$ cat src/rtl/oam_dma_arbiter_pkg.sv
// Shared types, bus address constants and source-page mapping for the OAM DMA arbiter.
// Optional build macro DMA_ECHO_MAP_EN folds echo-RAM source pages E0-FF down onto C0-DF.
package oam_dma_arbiter_pkg;

   typedef enum logic [1:0] {
      DMA_IDLE  = 2'd0,
      DMA_START = 2'd1,
      DMA_XFER  = 2'd2
   } dma_state_t;

   localparam logic [15:0] DMA_REG_ADDR = 16'hFF46;
   localparam logic [15:0] OAM_BASE     = 16'hFE00;
   localparam logic [15:0] HRAM_LO      = 16'hFF80;
   localparam logic [15:0] HRAM_HI      = 16'hFFFE;
   localparam logic [7:0]  OPEN_BUS     = 8'hFF;

   // Page actually driven onto the bus; register readback always uses the written value.
   function automatic logic [7:0] source_page(input logic [7:0] page);
`ifdef DMA_ECHO_MAP_EN
      return (page >= 8'hE0) ? (page - 8'h20) : page;
`else
      return page;
`endif
   endfunction

endpackage

$ cat src/rtl/oam_dma_arbiter_if.sv
// CPU-side, main-bus and high-RAM signal bundle of the OAM DMA arbiter.
interface oam_dma_arbiter_if;

   logic [15:0] cpu_addr;
   logic [7:0]  cpu_wdata;
   logic        cpu_re;
   logic        cpu_we;
   logic [7:0]  cpu_rdata;

   logic [15:0] mem_addr;
   logic [7:0]  mem_wdata;
   logic        mem_re;
   logic        mem_we;
   logic [7:0]  mem_rdata;

   logic [6:0]  hi_addr;
   logic [7:0]  hi_wdata;
   logic        hi_re;
   logic        hi_we;
   logic [7:0]  hi_rdata;

   logic        dma_active;
   logic        dma_done;

   // Arbiter side.
   modport slave (
      input  cpu_addr, cpu_wdata, cpu_re, cpu_we, mem_rdata, hi_rdata,
      output cpu_rdata, mem_addr, mem_wdata, mem_re, mem_we,
             hi_addr, hi_wdata, hi_re, hi_we, dma_active, dma_done
   );

   // CPU datapath plus memory units surrounding the arbiter.
   modport master (
      output cpu_addr, cpu_wdata, cpu_re, cpu_we, mem_rdata, hi_rdata,
      input  cpu_rdata, mem_addr, mem_wdata, mem_re, mem_we,
             hi_addr, hi_wdata, hi_re, hi_we, dma_active, dma_done
   );

endinterface

$ cat src/rtl/oam_dma_arbiter_dma_sequencer.sv
// DMA sequencer: one M-cycle startup, byte-slot and phase counters, completion pulse.
module dma_sequencer
   import oam_dma_arbiter_pkg::*;
#(
   parameter  int DMA_LEN         = 160,
   parameter  int CYCLES_PER_BYTE = 4,
   localparam int PH_W            = $clog2(CYCLES_PER_BYTE)
) (
   input  logic            clk,
   input  logic            rst,
   input  logic            trigger_i,
   output dma_state_t      state_o,
   output logic [7:0]      slot_o,
   output logic [PH_W-1:0] phase_o,
   output logic            done_o
);

   localparam logic [PH_W-1:0] PH_LAST   = PH_W'(CYCLES_PER_BYTE - 1);
   localparam logic [7:0]      SLOT_LAST = 8'(DMA_LEN - 1);

   dma_state_t      state_q, state_d;
   logic [7:0]      slot_q, slot_d;
   logic [PH_W-1:0] phase_q, phase_d;
   logic            done_q, done_d;

   always_comb begin
      // NOTE: every variable gets a default first so no path can infer a latch.
      state_d = state_q;
      slot_d  = slot_q;
      phase_d = phase_q;
      done_d  = 1'b0;

      unique case (state_q)
         DMA_IDLE: ;
         DMA_START: begin
            if (phase_q == PH_LAST) begin
               state_d = DMA_XFER;
               phase_d = '0;
            end else begin
               phase_d = phase_q + 1'b1;
            end
         end
         DMA_XFER: begin
            if (phase_q == PH_LAST) begin
               phase_d = '0;
               if (slot_q == SLOT_LAST) begin
                  state_d = DMA_IDLE;
                  slot_d  = '0;
                  done_d  = 1'b1;
               end else begin
                  slot_d = slot_q + 8'd1;
               end
            end else begin
               phase_d = phase_q + 1'b1;
            end
         end
         default: state_d = DMA_IDLE;
      endcase

      // A register write restarts from any state and outranks completion.
      if (trigger_i) begin
         state_d = DMA_START;
         slot_d  = '0;
         phase_d = '0;
         done_d  = 1'b0;
      end
   end

   // NOTE: state registers use non-blocking assignments so every flop samples pre-edge values.
   always_ff @(posedge clk or negedge rst) begin
      if (!rst) begin
         state_q <= DMA_IDLE;
         slot_q  <= '0;
         phase_q <= '0;
         done_q  <= 1'b0;
      end else begin
         state_q <= state_d;
         slot_q  <= slot_d;
         phase_q <= phase_d;
         done_q  <= done_d;
      end
   end

   assign state_o = state_q;
   assign slot_o  = slot_q;
   assign phase_o = phase_q;
   assign done_o  = done_q;

endmodule

$ cat src/rtl/oam_dma_arbiter.sv
// OAM DMA arbiter top: CPU address decode, main-bus/high-RAM muxes, page register and data latch.
// Build macro DMA_ECHO_MAP_EN (see package) selects echo-page folding of the source address.
module oam_dma_arbiter
   import oam_dma_arbiter_pkg::*;
#(
   parameter int DMA_LEN         = 160,
   parameter int CYCLES_PER_BYTE = 4
) (
   input  logic              clk,
   input  logic              rst,
   oam_dma_arbiter_if.slave  bus
);

   localparam int PH_W = $clog2(CYCLES_PER_BYTE);

   dma_state_t      state;
   logic [7:0]      slot;
   logic [PH_W-1:0] phase;
   logic            done;

   logic [7:0] page_q, page_d;
   logic [7:0] latch_q, latch_d;
   logic       reg_hit, hram_hit, trigger;

   assign reg_hit  = (bus.cpu_addr == DMA_REG_ADDR);
   assign hram_hit = (bus.cpu_addr >= HRAM_LO) && (bus.cpu_addr <= HRAM_HI);
   assign trigger  = bus.cpu_we && reg_hit;

   dma_sequencer #(
      .DMA_LEN         (DMA_LEN),
      .CYCLES_PER_BYTE (CYCLES_PER_BYTE)
   ) u_seq (
      .clk       (clk),
      .rst       (rst),
      .trigger_i (trigger),
      .state_o   (state),
      .slot_o    (slot),
      .phase_o   (phase),
      .done_o    (done)
   );

   always_comb begin
      page_d  = trigger ? bus.cpu_wdata : page_q;
      latch_d = ((state == DMA_XFER) && (phase == PH_W'(1))) ? bus.mem_rdata : latch_q;
   end

   always_ff @(posedge clk or negedge rst) begin
      if (!rst) begin
         page_q  <= 8'h00;
         latch_q <= 8'h00;
      end else begin
         page_q  <= page_d;
         latch_q <= latch_d;
      end
   end

   always_comb begin
      bus.cpu_rdata = OPEN_BUS;
      bus.mem_addr  = '0;
      bus.mem_wdata = '0;
      bus.mem_re    = 1'b0;
      bus.mem_we    = 1'b0;
      bus.hi_addr   = bus.cpu_addr[6:0];
      bus.hi_wdata  = bus.cpu_wdata;
      bus.hi_re     = 1'b0;
      bus.hi_we     = 1'b0;

      // Strobes are held low combinationally while reset is asserted, not just after the next edge.
      if (rst) begin
         bus.hi_re = bus.cpu_re && hram_hit;
         bus.hi_we = bus.cpu_we && hram_hit;

         if (hram_hit) begin
            bus.cpu_rdata = bus.hi_rdata;
         end else if (reg_hit) begin
            bus.cpu_rdata = page_q;
         end else if (state == DMA_IDLE) begin
            bus.mem_addr  = bus.cpu_addr;
            bus.mem_wdata = bus.cpu_wdata;
            bus.mem_re    = bus.cpu_re;
            bus.mem_we    = bus.cpu_we;
            bus.cpu_rdata = bus.mem_rdata;
         end

         if (state == DMA_XFER) begin
            if (phase == PH_W'(0)) begin
               bus.mem_re   = 1'b1;
               bus.mem_addr = {source_page(page_q), slot};
            end else if (phase == PH_W'(2)) begin
               bus.mem_we    = 1'b1;
               bus.mem_addr  = OAM_BASE + {8'h00, slot};
               bus.mem_wdata = latch_q;
            end
         end
      end
   end

   assign bus.dma_active = (state != DMA_IDLE);
   assign bus.dma_done   = done;

endmodule

$ cat src/flat_wrapper.sv
// flat-port wrapper written by rule: the top's interface ports become plain ports
module oam_dma_arbiter_flat import oam_dma_arbiter_pkg::*;
#(
   parameter int DMA_LEN         = 160,
   parameter int CYCLES_PER_BYTE = 4
)
  (clk, rst, bus_cpu_addr, bus_cpu_wdata, bus_cpu_re, bus_cpu_we, bus_mem_rdata, bus_hi_rdata, bus_cpu_rdata, bus_mem_addr, bus_mem_wdata, bus_mem_re, bus_mem_we, bus_hi_addr, bus_hi_wdata, bus_hi_re, bus_hi_we, bus_dma_active, bus_dma_done);
  oam_dma_arbiter_if bus_i ();
  input  logic clk;
  input  logic rst;
  input wire logic [$bits(bus_i.cpu_addr)-1:0] bus_cpu_addr;
  input wire logic [$bits(bus_i.cpu_wdata)-1:0] bus_cpu_wdata;
  input wire logic [$bits(bus_i.cpu_re)-1:0] bus_cpu_re;
  input wire logic [$bits(bus_i.cpu_we)-1:0] bus_cpu_we;
  input wire logic [$bits(bus_i.mem_rdata)-1:0] bus_mem_rdata;
  input wire logic [$bits(bus_i.hi_rdata)-1:0] bus_hi_rdata;
  output wire logic [$bits(bus_i.cpu_rdata)-1:0] bus_cpu_rdata;
  output wire logic [$bits(bus_i.mem_addr)-1:0] bus_mem_addr;
  output wire logic [$bits(bus_i.mem_wdata)-1:0] bus_mem_wdata;
  output wire logic [$bits(bus_i.mem_re)-1:0] bus_mem_re;
  output wire logic [$bits(bus_i.mem_we)-1:0] bus_mem_we;
  output wire logic [$bits(bus_i.hi_addr)-1:0] bus_hi_addr;
  output wire logic [$bits(bus_i.hi_wdata)-1:0] bus_hi_wdata;
  output wire logic [$bits(bus_i.hi_re)-1:0] bus_hi_re;
  output wire logic [$bits(bus_i.hi_we)-1:0] bus_hi_we;
  output wire logic [$bits(bus_i.dma_active)-1:0] bus_dma_active;
  output wire logic [$bits(bus_i.dma_done)-1:0] bus_dma_done;
  assign bus_i.cpu_addr = bus_cpu_addr;
  assign bus_i.cpu_wdata = bus_cpu_wdata;
  assign bus_i.cpu_re = bus_cpu_re;
  assign bus_i.cpu_we = bus_cpu_we;
  assign bus_i.mem_rdata = bus_mem_rdata;
  assign bus_i.hi_rdata = bus_hi_rdata;
  assign bus_cpu_rdata = bus_i.cpu_rdata;
  assign bus_mem_addr = bus_i.mem_addr;
  assign bus_mem_wdata = bus_i.mem_wdata;
  assign bus_mem_re = bus_i.mem_re;
  assign bus_mem_we = bus_i.mem_we;
  assign bus_hi_addr = bus_i.hi_addr;
  assign bus_hi_wdata = bus_i.hi_wdata;
  assign bus_hi_re = bus_i.hi_re;
  assign bus_hi_we = bus_i.hi_we;
  assign bus_dma_active = bus_i.dma_active;
  assign bus_dma_done = bus_i.dma_done;
  oam_dma_arbiter #(.DMA_LEN(DMA_LEN), .CYCLES_PER_BYTE(CYCLES_PER_BYTE)) u_core (.clk(clk), .rst(rst), .bus(bus_i));
endmodule
$ cat config.mk
export PLATFORM = sky130hd
export DESIGN_NAME = oam_dma_arbiter_flat
export DESIGN_NICKNAME = d
export VERILOG_FILES = /design/src/rtl/oam_dma_arbiter_pkg.sv /design/src/rtl/oam_dma_arbiter_if.sv /design/src/rtl/oam_dma_arbiter_dma_sequencer.sv /design/src/rtl/oam_dma_arbiter.sv /design/src/flat_wrapper.sv
export SDC_FILE = /design/constraint.sdc
export NUM_CORES = 1
export LEC_CHECK = 0
export BUFFER_PORTS_ARGS = -buffer_cell sky130_fd_sc_hd__buf_4
export CAP_MARGIN = 20
export CORE_UTILIZATION = 40
export DETAILED_ROUTE_END_ITERATION = 16
export PLACE_DENSITY_LB_ADDON = 0.25
export RECOVER_POWER = 50
export SLEW_MARGIN = 20
export SYNTH_ARGS = -nofsm -noshare
export SYNTH_HDL_FRONTEND = slang
export SYNTH_SLANG_ARGS = --single-unit
export TNS_END_PERCENT = 50
$ cat constraint.sdc
create_clock -name clk -period 4.26 [get_ports clk]
set_clock_uncertainty 0.2 [all_clocks]
set_input_delay 0.852 -clock clk [delete_from_list [all_inputs] [get_ports clk]]
set_output_delay 0.852 -clock clk [all_outputs]
set_load 0.02 [all_outputs]
# After elaboration in Yosys (flattened, before gate mapping)
# Cells that the tools add are included.
# op_classes
n_addsub	3
magnitude_cmp	2
eq_ne	11
mux	49
reduce_logical	14
# ops
operator	n
two-way mux 8 bit	15
two-way mux 16 bit	7
two-way mux 1 bit	19
equality test 16 bit, second input constant	1
greater-or-equal comparator 16 bit, second input constant	1
<= comparator 16 bit, second input constant	1
two-way mux 2 bit	7
adder 10 x 9 -> 11 bit, first input constant	1
!= test 3 x 2 -> 1 bit, second input constant	3
adder 8 x 1 -> 8 bit, second input constant	1
equality test 8 bit, second input constant	1
nonzero test 2 bit	4
equality test 2 bit, second input constant	3
case mux 2 bit (3 select lines)	1
logical AND 1 bit	5
equality test 2 x 1 -> 1 bit, second input constant	2
zero test 2 bit	2
AND reduction 4 bit	1
adder 2 x 1 -> 2 bit, second input constant	1
!= test 2 x 1 -> 1 bit, second input constant	1
AND reduction 2 bit	1
OR reduction 2 bit	1
# totals
register_bits	29
input_bits	44
out_inout_bits	53
elab_cells	85

# Longest topological paths before layout
# Gate-level depths: netlist (run 1).
# depth
word_depth	8
ltp_mapped	7
ltp_nobuf	6

# Hierarchy
# A second synthesis (run 1) with hierarchy kept.
# hier_totals
cells_unflattened	296
area_unflattened_um2	2586.2
# modules_own_cells
module	n_inst	cells_per_inst	area_per_inst_um2	seq_area_each_um2
oam_dma_arbiter	1	216	1801.7	400.4
dma_sequencer	1	80	784.5	325.3

# Worst setup path before layout (run 1)
# Ideal clock, no wire load.
# synth_timing
path_type	input to output
start	in bus_cpu_addr[5]
end	out bus_cpu_rdata[0]
arrival_time_ns	2.467
required_time_ns	3.208
slack_ns	0.741
cell_stages	4
n_path_buf	0
path_cell_list	or4_4 nor4_4 nor4_1 o31ai_1
# synth_between
elab_chain_len	4
word_cells_on_any_way	7
classes_between	2 x order compare; 1 x eq/ne; 3 x mux; 1 x reduce/logical
# synth_lines
item	line	text
start, declared	flat_wrapper.sv:11	input wire logic [$bits(bus_i.cpu_addr)-1:0] bus_cpu_addr;
greater-or-equal comparator 16 bit (tied with other cells)	oam_dma_arbiter.sv:26	assign hram_hit = (bus.cpu_addr >= HRAM_LO) && (bus.cpu_addr <= HRAM_HI);
logical AND 1 bit / two-way mux 8 bit (equally long branches)	oam_dma_arbiter.sv:26, oam_dma_arbiter.sv:75	
two-way mux 8 bit *	oam_dma_arbiter.sv:73	if (hram_hit) begin
two-way mux 8 bit *	oam_dma_arbiter.sv:69	if (rst) begin
end, declared	flat_wrapper.sv:17	output wire logic [$bits(bus_i.cpu_rdata)-1:0] bus_cpu_rdata;
# Every way passes the cells marked *; elsewhere a longest branch is shown, timed or not.

# Worst setup path after layout (run 1)
# layout_timing
start	in bus_cpu_addr[5]
end	out bus_mem_wdata[6]
# layout_between
elab_chain_len	7
word_cells_on_any_way	10
classes_between	2 x order compare; 1 x eq/ne; 6 x mux; 1 x reduce/logical
# layout_lines
item	line	text
greater-or-equal comparator 16 bit (tied with other cells)	oam_dma_arbiter.sv:26	
logical AND 1 bit / two-way mux 8 bit (equally long branches)	oam_dma_arbiter.sv:26, oam_dma_arbiter.sv:75	
two-way mux 8 bit *	oam_dma_arbiter.sv:73	
two-way mux 8 bit	oam_dma_arbiter.sv:89	end else if (phase == PH_W'(2)) begin
two-way mux 8 bit	oam_dma_arbiter.sv:86	if (phase == PH_W'(0)) begin
two-way mux 8 bit *	oam_dma_arbiter.sv:85	if (state == DMA_XFER) begin
two-way mux 8 bit *	oam_dma_arbiter.sv:69	
end, declared	flat_wrapper.sv:19	output wire logic [$bits(bus_i.mem_wdata)-1:0] bus_mem_wdata;
# Marks and branches as above.

==> parameters.txt, run 1 <==
Parameter                              Value

Clock tree
  Total of cells resized after clock tree synthesis    0
  Clock tree from TritonCTS    yes
  Clock Tree Root    clkbuf_8
  Clock network latency to the later pin of the worst-skew pair    0.28 ns
  Worst-path clk slew    0.06 ns
  Total clock buffers created by CTS    5
  Maximum number of buffers from clock root to sink    2
  Clock net sink count    29
  H-tree depth reported by CTS    2
  Hold-fix buffers, CTS    0
  Setup Fix Bufs, Post-CTS    0

Setup path
  Crit-path slowest cell    or4_1
  Worst path cell trace    buf_4 -> or4_1 -> or4_1 -> nand3_2 -> o22ai_1 -> buf_4
  Largest fanout on the critical path    21
  Crit Path Class    input pin to output pin
  Nature of the critical path endpoint    output pin
  Buffering stage count on the worst path with inverters included    2
  Delay-heaviest family, CP    simple AND/OR/NAND/NOR gates
  Worst path arrival time    ~2.8 ns
  Worst Path Required    between 3 and 4 ns
  Worst setup SP type    input pin
  Setup slack of the most critical reg-to-reg path    approximately 2.3 ns
  Delay of the slowest cell on the worst path    a little under 0.6 ns

Power and ir drop
  Clock power frac    ~18%
  Internal power component    822.3 uW
  Sequential share of power    about a third
  Areal power density over the cells    approximately 500 nW/um^2
  Net Sw Frac    43.08%
  Reported leakage power    1.357 nW
  Total power consumption of the routed design    1.445 mW
  Relative contribution of combinational cells to total power    about half
  Psw    622.3 uW
  Worst supply voltage drop on vdd    between 0.0002 and 0.00025 V

Floorplan
  I/O pin count    97
  Die Footprint    approximately 5900 um^2
  Starting density of the core    between 40 and 50%
  Core area    roughly 5300 um^2
  Die Span X    about 77 um
  Height of the die    between 70 and 80 um
  Number of standard-cell rows in the floorplan    26

STA
  Final setup violation count    0
  FMAX    ~260 MHz
  Minimum clock period after layout    a little under 4 ns
  Setup repair after global routing missed its margin    no
  Hold violation total from the final report    0
  Worst Tran Pin Value    ~0.8 ns
  Final-layout setup total negative slack    0 ns
  Number of pins exceeding their max-slew limit in the final report    0
  Worst slew slack as a fraction of its limit    about 47%
  Post-route fraction of the period consumed by the critical path    between 90% and 100%

GRT
  Vias in the first global route    about 2100
  Antenna violations before repair    0
  Overall track demand over capacity in global routing    between 20% and 30%
  Total global routing overflow    0
  First-pass GRT wire length    roughly 11000 um
  Pin count of the biggest net entering global routing    slightly below 60

Finish
  Antenna Cells    0
  Area added between synthesis and finish    29.82%
  Commonest cells after routing, fill and taps aside    buf_4 (84), dfrtp_1 (29), nor2_1 (27)
  # nets final    between 300 and 400
  Count of placed standard cells in the final layout, fillers left out    between 400 and 500
  Final cell utilization of the core    55.51%
  Leading cell type in the layout, fill and taps excluded    buf_4
  Count of fill cells added during filler insertion    513
  Fraction of final layout cells sized beyond drive strength 1    32.35%

Placement
  Number of port buffers    96
  Post-DP HPWL    ~5000 um
  Cell count after placement    around 400
  Weighted congestion at the end of routability-driven global placement    roughly 0.83

Synthesis
  Post-synth design cell area    between 2000 and 2500 um^2
  Synthesized netlist net count    315
  Mean cell area of the mapped netlist    ~8.6 um^2
  Synth unique cells    between 40 and 50
  Post-synthesis sequential area ratio    between 30% and 40%
  Post-Synthesis Cells    approximately 260
  Synth warnings    0
  Flip-flop and latch count after synthesis    29

Drt
  DRC violation count after routing    0
  Number of DRC markers in iteration 0    roughly 140
  Detailed Routing Iterations Pass 1    4
  Final antenna-violating net count    0
  Ratio of routed vias to standard cells    approximately 5.6
  Post-detailed-routing wire length    between 6000 and 7000 um
  Post-detailed-route wirelength per cell    16.23 um
  Detailed-route via count    2282

Status
  Outcome    finished clean

Hold path
  Tightest Hold Check Type    register to register

Flow run
  Number of maximum-capacitance constraint violations    0
power by group through the flow:
| stage | logic, mW | clock network (mW) | registers, mW |
|---|---|---|---|
| 6_report | 0.738 | 0.253 | 0.454 |
| 3_3_place_gp | 0.734 | 0 | 0.451 |
| 5_1_grt | 0.813 | 0.275 | 0.466 |
| 3_5_place_dp | 0.741 | 0 | 0.455 |
| 4_1_cts | 0.747 | 0.260 | 0.452 |
| 2_1_floorplan | 0.516 | 0 | 0.429 |
layout make-up:
class                   instances  area (um^2)  area share, %
multi-input cells             195         1290          44.10
flip-flops and latches         29        725.7          24.81
clock inverters                 1        5.005         0.1711
clock buffers                   7        96.34          3.293
well taps                      70        87.58          2.994
repair buffers                101        694.4          23.74
inverters                       7        26.28         0.8982
synth_stat cells (all sizes together):
| master | number | area (um^2) |
|---|---|---|
| and4 | 3 | 26.28 |
| mux2i | 2 | 20.02 |
| o21ai | 6 | 30.03 |
| a211oi | 4 | 30.03 |
| nor3 | 3 | 15.01 |
| nand3b | 2 | 15.01 |
| a21oi | 17 | 85.08 |
| o22ai | 10 | 62.56 |
| clkbuf | 12 | 45.04 |
| nand4b | 1 | 8.760 |
| nand2b | 1 | 6.260 |
| nand3 | 19 | 100.1 |
| a21o | 1 | 7.510 |
| o21a | 1 | 7.510 |
| a211o | 1 | 8.760 |
| and3 | 2 | 12.51 |
| nor2 | 27 | 101.4 |
| a32oi | 1 | 8.760 |
| and2 | 2 | 12.51 |
| ha | 8 | 100.1 |
| or4 | 2 | 18.77 |
| a311oi | 1 | 8.760 |
| inv | 6 | 22.52 |
| o31ai | 8 | 60.06 |
| dfrtp | 29 | 725.7 |
| buf | 20 | 162.7 |
| nor4 | 9 | 71.32 |
| mux2 | 16 | 206.5 |
| o221ai | 7 | 61.31 |
| nand2 | 25 | 93.84 |
| o2111ai | 1 | 8.760 |
| clkinv | 1 | 3.750 |
| xor2 | 3 | 26.28 |
| o2111a | 1 | 11.26 |
| nand4 | 11 | 68.82 |
layer usage:
layer	track usage [%]	share of wire (%)
met3	4.286	6.4
met1	32.32	48
met4	8.868	1.7
met5	0	0
met2	34.55	44
cell families (layout without fill, tap and decap cells):
group	count (synthesis)	in the layout	synth area share, %
compound gates	59	59	17.32
flops	29	29	32.20
xor+xnor	3	3	1.166
buf+inv	39	116	10.38
simple gates	107	107	24.43
mux	18	18	10.05
fa+ha+maj	8	8	4.442
registers in the layout, indices dropped and copies added (netlist names):
signal,count
u_core.u_seq.done_o,1
u_core.latch_q,8
u_core.u_seq.phase_o,2
u_core.page_q,8
u_core.u_seq.state_o,2
u_core.u_seq.slot_o,8
stage by stage:
| stage | hold WS, ns | instance area (um^2) | worst slack [ns] |
|---|---|---|---|
| after detailed placement | 0.2995 | 2892 | 0.4483 |
| after floorplan | 0.2798 | 2253 | 0.7409 |
| after global placement | 0.2888 | 2892 | 0.4818 |
| after global routing | 0.3283 | 2925 | 0.3003 |
| final | 0.3139 | 2925 | 0.3702 |
| after CTS | 0.3145 | 2993 | 0.4383 |
final timing paths:
path                                        startpoint                       to  cells past startpoint
worst max register to register  u_core.u_seq.slot_o[0]  u_core.u_seq.state_o[1]                      5
worst max-delay path                   bus_cpu_addr[5]         bus_mem_wdata[6]                      6
worst min register to register       u_core.latch_q[0]        u_core.latch_q[0]                      1
max in group asynchronous                          rst   u_core.u_seq.slot_o[0]                      2
worst min-delay path                 u_core.latch_q[0]        u_core.latch_q[0]                      1
min in group asynchronous                          rst        u_core.latch_q[4]                      1
worst register-to-register path: stages, from the launching register on:
cell	delay (ns)
dfrtp_1	0.41
ha_1	0.22
and4_1	0.24
nand3_1	0.23
a211o_1	0.35
a211oi_1	0.24
No activity file was read; power rests on OpenSTA's default activity.
==> run 2: changes to the inputs <==
--- a/config.mk
+++ b/config.mk
@@ -14,5 +14,6 @@
 export SLEW_MARGIN = 20
 export SYNTH_ARGS = -nofsm -noshare
 export SYNTH_HDL_FRONTEND = slang
+export SYNTH_HIERARCHICAL = 1
 export SYNTH_SLANG_ARGS = --single-unit
 export TNS_END_PERCENT = 50
==> constraint.sdc (replaced) <==
create_clock -name clk -period 3.58 [get_ports clk]
set_clock_uncertainty 0.2 [all_clocks]
set_input_delay 0.716 -clock clk [delete_from_list [all_inputs] [get_ports clk]]
set_output_delay 0.716 -clock clk [all_outputs]
set_load 0.02 [all_outputs]
==> parameters.txt, run 2 <==
Parameter                              Value

Placement
  Cell count after placement    434 (+8.0%)
  Number of port buffers    96 (unchanged)
  Post-DP HPWL    5633 um (+14%)
  Weighted congestion at the end of routability-driven global placement    0.8747 (+5.1%)
  Post-detailed-placement cell area    3198 um^2 (+11%)
  Pre-CTS worst setup slack    0.3779 ns (-0.07041 ns)

STA
  Setup repair after global routing missed its margin    no
  Final-layout setup total negative slack    0 ns (unchanged)
  Worst slew slack as a fraction of its limit    50.61% (+3.7 points)
  Number of pins exceeding their max-slew limit in the final report    0 (unchanged)
  Hold violation total from the final report    0 (unchanged)
  FMAX    between 300 and 400 MHz
  Final worst slack    0.3324 ns (-0.03783 ns)
  Final setup violation count    0 (unchanged)
  Post-route fraction of the period consumed by the critical path    90.72%
  Worst Tran Pin Value    0.7408 ns (-0.05572 ns)
  Final hold slack    0.09507 ns (-0.2189 ns)
  Minimum clock period after layout    about 3.2 ns

Clock tree
  H-tree depth reported by CTS    2 (unchanged)
  Total clock buffers created by CTS    5 (unchanged)
  Clock tree from TritonCTS    yes
  Clock net sink count    29 (unchanged)
  Setup Fix Bufs, Post-CTS    0 (unchanged)
  Worst-path clk slew    0.06 ns (about the same)
  Clock Tree Root    clkbuf_8
  Hold-fix buffers, CTS    0 (unchanged)
  Maximum number of buffers from clock root to sink    2 (unchanged)
  Clock network latency to the later pin of the worst-skew pair    0.28 ns (about the same)
  Total of cells resized after clock tree synthesis    0 (unchanged)

Floorplan
  Die Footprint    6791 um^2 (+14%)
  Die Span X    82.41 um (+6.9%)
  Number of standard-cell rows in the floorplan    28 (+7.7%)
  I/O pin count    97 (unchanged)
  Core area    6061 um^2 (+15%)
  Height of the die    82.41 um (+6.9%)
  Starting density of the core    42.67% (-0.087 points)

GRT
  Overall track demand over capacity in global routing    24.18% (+1.2 points)
  Vias in the first global route    2525 (+19%)
  Antenna violations before repair    0 (unchanged)
  Total global routing overflow    0 (unchanged)
  First-pass GRT wire length    12400 um (+16%)
  Pin count of the biggest net entering global routing    52 (-10%)

Synthesis
  Post-synthesis share of cell area spent on and, or, nand and nor gates    23.90% (-0.53 points)
  Top cells by area, synth    dfrtp_1 (28%), mux2_2 (6.5%), a21oi_1 (5.6%)
  Synth Flop Type    dfrtp_1
  Combinational family with the most area after synthesis    compound AO/OA/AOI/OAI gates
  Async SR Flop Fraction    100.0% (unchanged)
  Number of flops mapped to enable cells by yosys    0 (unchanged)
  Area fraction of the dominant cell type after synthesis    28.06% (-4.1 points)
  Mean cell area of the mapped netlist    8.737 um^2 (+2.0%)
  Synth unique cells    56 (+33%)
  Synthesized netlist net count    345 (+9.5%)
  Dominant cell type by area after synthesis    dfrtp_1
  Post-Synthesis Cells    296 (+13%)
  Post-synth design cell area    2586 um^2 (+15%)
  Post-synthesis mux area share    7.354% (-2.7 points)
  Synth warnings    6 (+6)
  Post-synthesis sequential area ratio    28.06% (-4.1 points)
  Area share of xor/xnor cells in the synthesized design    1.016% (-0.15 points)
  Commonest cells in the netlist    a21oi_1 (29), dfrtp_1 (29), nand4_1 (21)
  Compound-gate portion of the synthesized area    25.11% (+7.8 points)
  Area share of fa/ha/maj cells after synthesis    2.419% (-2.0 points)
  Flip-flop and latch count after synthesis    29 (unchanged)

Flow run
  Number of maximum-capacitance constraint violations    0 (unchanged)

Setup path
  Delay-heaviest family, CP    simple AND/OR/NAND/NOR gates
  Delay of the slowest cell on the worst path    0.43 ns (-0.15 ns)
  Worst Path Required    2.66 ns (-0.55 ns)
  Cell repeated most along the worst path    buf_4
  Largest fanout on the critical path    9 (-57%)
  Nature of the critical path endpoint    output pin
  Worst path cell trace    buf_4 -> nor3_2 -> and3_1 -> a211oi_1 -> o311ai_0 -> buf_4
  Crit Path Class    input pin to output pin
  Buffering stage count on the worst path with inverters included    2 (unchanged)
  Worst setup SP type    input pin
  Crit-path slowest cell    and3_1
  Worst path arrival time    2.33 ns (-0.51 ns)

Drt
  Post-detailed-route wirelength per cell    17.81 um (+9.7%)
  DRC violation count after routing    0 (unchanged)
  Final antenna-violating net count    0 (unchanged)
  Post-detailed-routing wire length    7870 um (+18%)
  Number of DRC markers in iteration 0    345 (+150%)
  Detailed-route via count    2768 (+21%)
  Ratio of routed vias to standard cells    6.262 (+13%)
  Detailed Routing Iterations Pass 1    4 (unchanged)

Finish
  Antenna Cells    0 (unchanged)
  Count of fill cells added during filler insertion    602 (+17%)
  # nets final    415 (+6.1%)
  Commonest cells after routing, fill and taps aside    buf_4 (86), a21oi_1 (29), dfrtp_1 (29)
  Area added between synthesis and finish    23.27%
  Leading cell type in the layout, fill and taps excluded    buf_4
  Seq. cell area    725.7 um^2 (unchanged)
  Post-layout instance area    3188 um^2 (+9.0%)
  Count of placed standard cells in the final layout, fillers left out    442 (+7.8%)
  Total area of multi-input combinational cells    1539 um^2 (+19%)
  Fraction of final layout cells sized beyond drive strength 1    33.51% (+1.2 points)

Hold path
  Tightest Hold Check Type    input pin to asynchronous set/reset pin

Power and ir drop
  Worst supply voltage drop on vdd    0.0002612 V (+29%)
  Relative contribution of combinational cells to total power    56.0% (+4.9 points)
  Psw    795.4 uW (+28%)
  Sequential share of power    29.4% (-2.0 points)
  Reported leakage power    1.314 nW (-3.2%)
  Areal power density over the cells    554.3 nW/um^2 (+12%)
  Internal power component    971.7 uW (+18%)
  Clock power frac    14.6% (-2.9 points)
  Net Sw Frac    45.01% (+1.9 points)

Status
  Outcome    finished clean
[run 2: changes by cell type after synthesis, sizes merged, moves of 11 or more]
| cell | before | now |
|---|---|---|
| a31oi | 0 | 11 |
| a21oi | 17 | 29 |
| nor2 | 27 | 10 |
| nand4 | 11 | 25 |
| a32oi | 1 | 16 |
| nand2 | 25 | 14 |
[run 2: worst reg2reg max path: cells and delay by family (launching register included)]
| family | cells | cell delay, ns |
|---|---|---|
| AOI/OAI and AO/OA | 1 | 0.16 |
| adders and majority gates | 1 | 0.33 |
| buffers and inverters | 1 | 0.13 |
| DFF | 1 | 0.48 |
| and+or+nand+nor | 2 | 0.67 |
[run 2: logic make-up after synthesis]
family / count (synthesis)
buffers and inverters: 50
AO/OA/AOI/OAI: 95
flip-flops: 29
XOR/XNOR: 3
adder cells (fa/ha/maj): 5
AND/OR/NAND/NOR: 97
multiplexers: 17
[run 2: final cells by class]
| class | instances | share of cell area (%) |
|---|---|---|
| clock inverters | 2 | 0.3140 |
| inverters | 8 | 0.9419 |
| clock buffers | 6 | 2.276 |
| flip-flops and latches | 29 | 22.76 |
| multi-input cells | 217 | 48.27 |
| repair buffers | 105 | 22.49 |
| well taps | 75 | 2.943 |
[run 2: per-stage QoR]
step	util (%)	power [mW]
2_1_floorplan	-	1.196
3_3_place_gp	52.77	1.502
3_5_place_dp	52.77	1.519
4_1_cts	54.13	1.783
5_1_grt	52.60	1.896
6_report	52.60	1.767
[run 2: path summary, 6_finish.rpt]
| path | endpoint | slack [ns] | from | cells after the start |
|---|---|---|---|---|
| min | u_core/page_q[5] | 0.1 | rst | 1 |
| max in group asynchronous | u_core/page_q[7] | 2.16 | rst | 2 |
| min in group clk | u_core/latch_q[5] | 0.31 | u_core/latch_q[5] | 1 |
| max reg2reg | u_core/u_seq/slot_o[3] | 1.53 | u_core/u_seq/state_o[0] | 5 |
| max | bus_cpu_rdata[6] | 0.33 | bus_cpu_addr[3] | 6 |
| min reg2reg | u_core/latch_q[5] | 0.31 | u_core/latch_q[5] | 1 |
[run 2: layer usage]
layer,GRT usage [%],vias up,wire length (um)
li1,-,1286,-
met1,34.26,1322,3401
met2,37.60,148,3724
met3,2.967,12,607
met4,8.596,0,137
met5,0,-,0
[run 2: power groups by stage]
stage | clock, mW | sequential (mW) | combinational, mW
finish | 0.257 | 0.520 | 0.989
global route | 0.282 | 0.530 | 1.08
CTS | 0.264 | 0.520 | 0.999
detailed placement | 0 | 0.526 | 0.993
global placement | 0 | 0.522 | 0.980
floorplan | 0 | 0.495 | 0.701
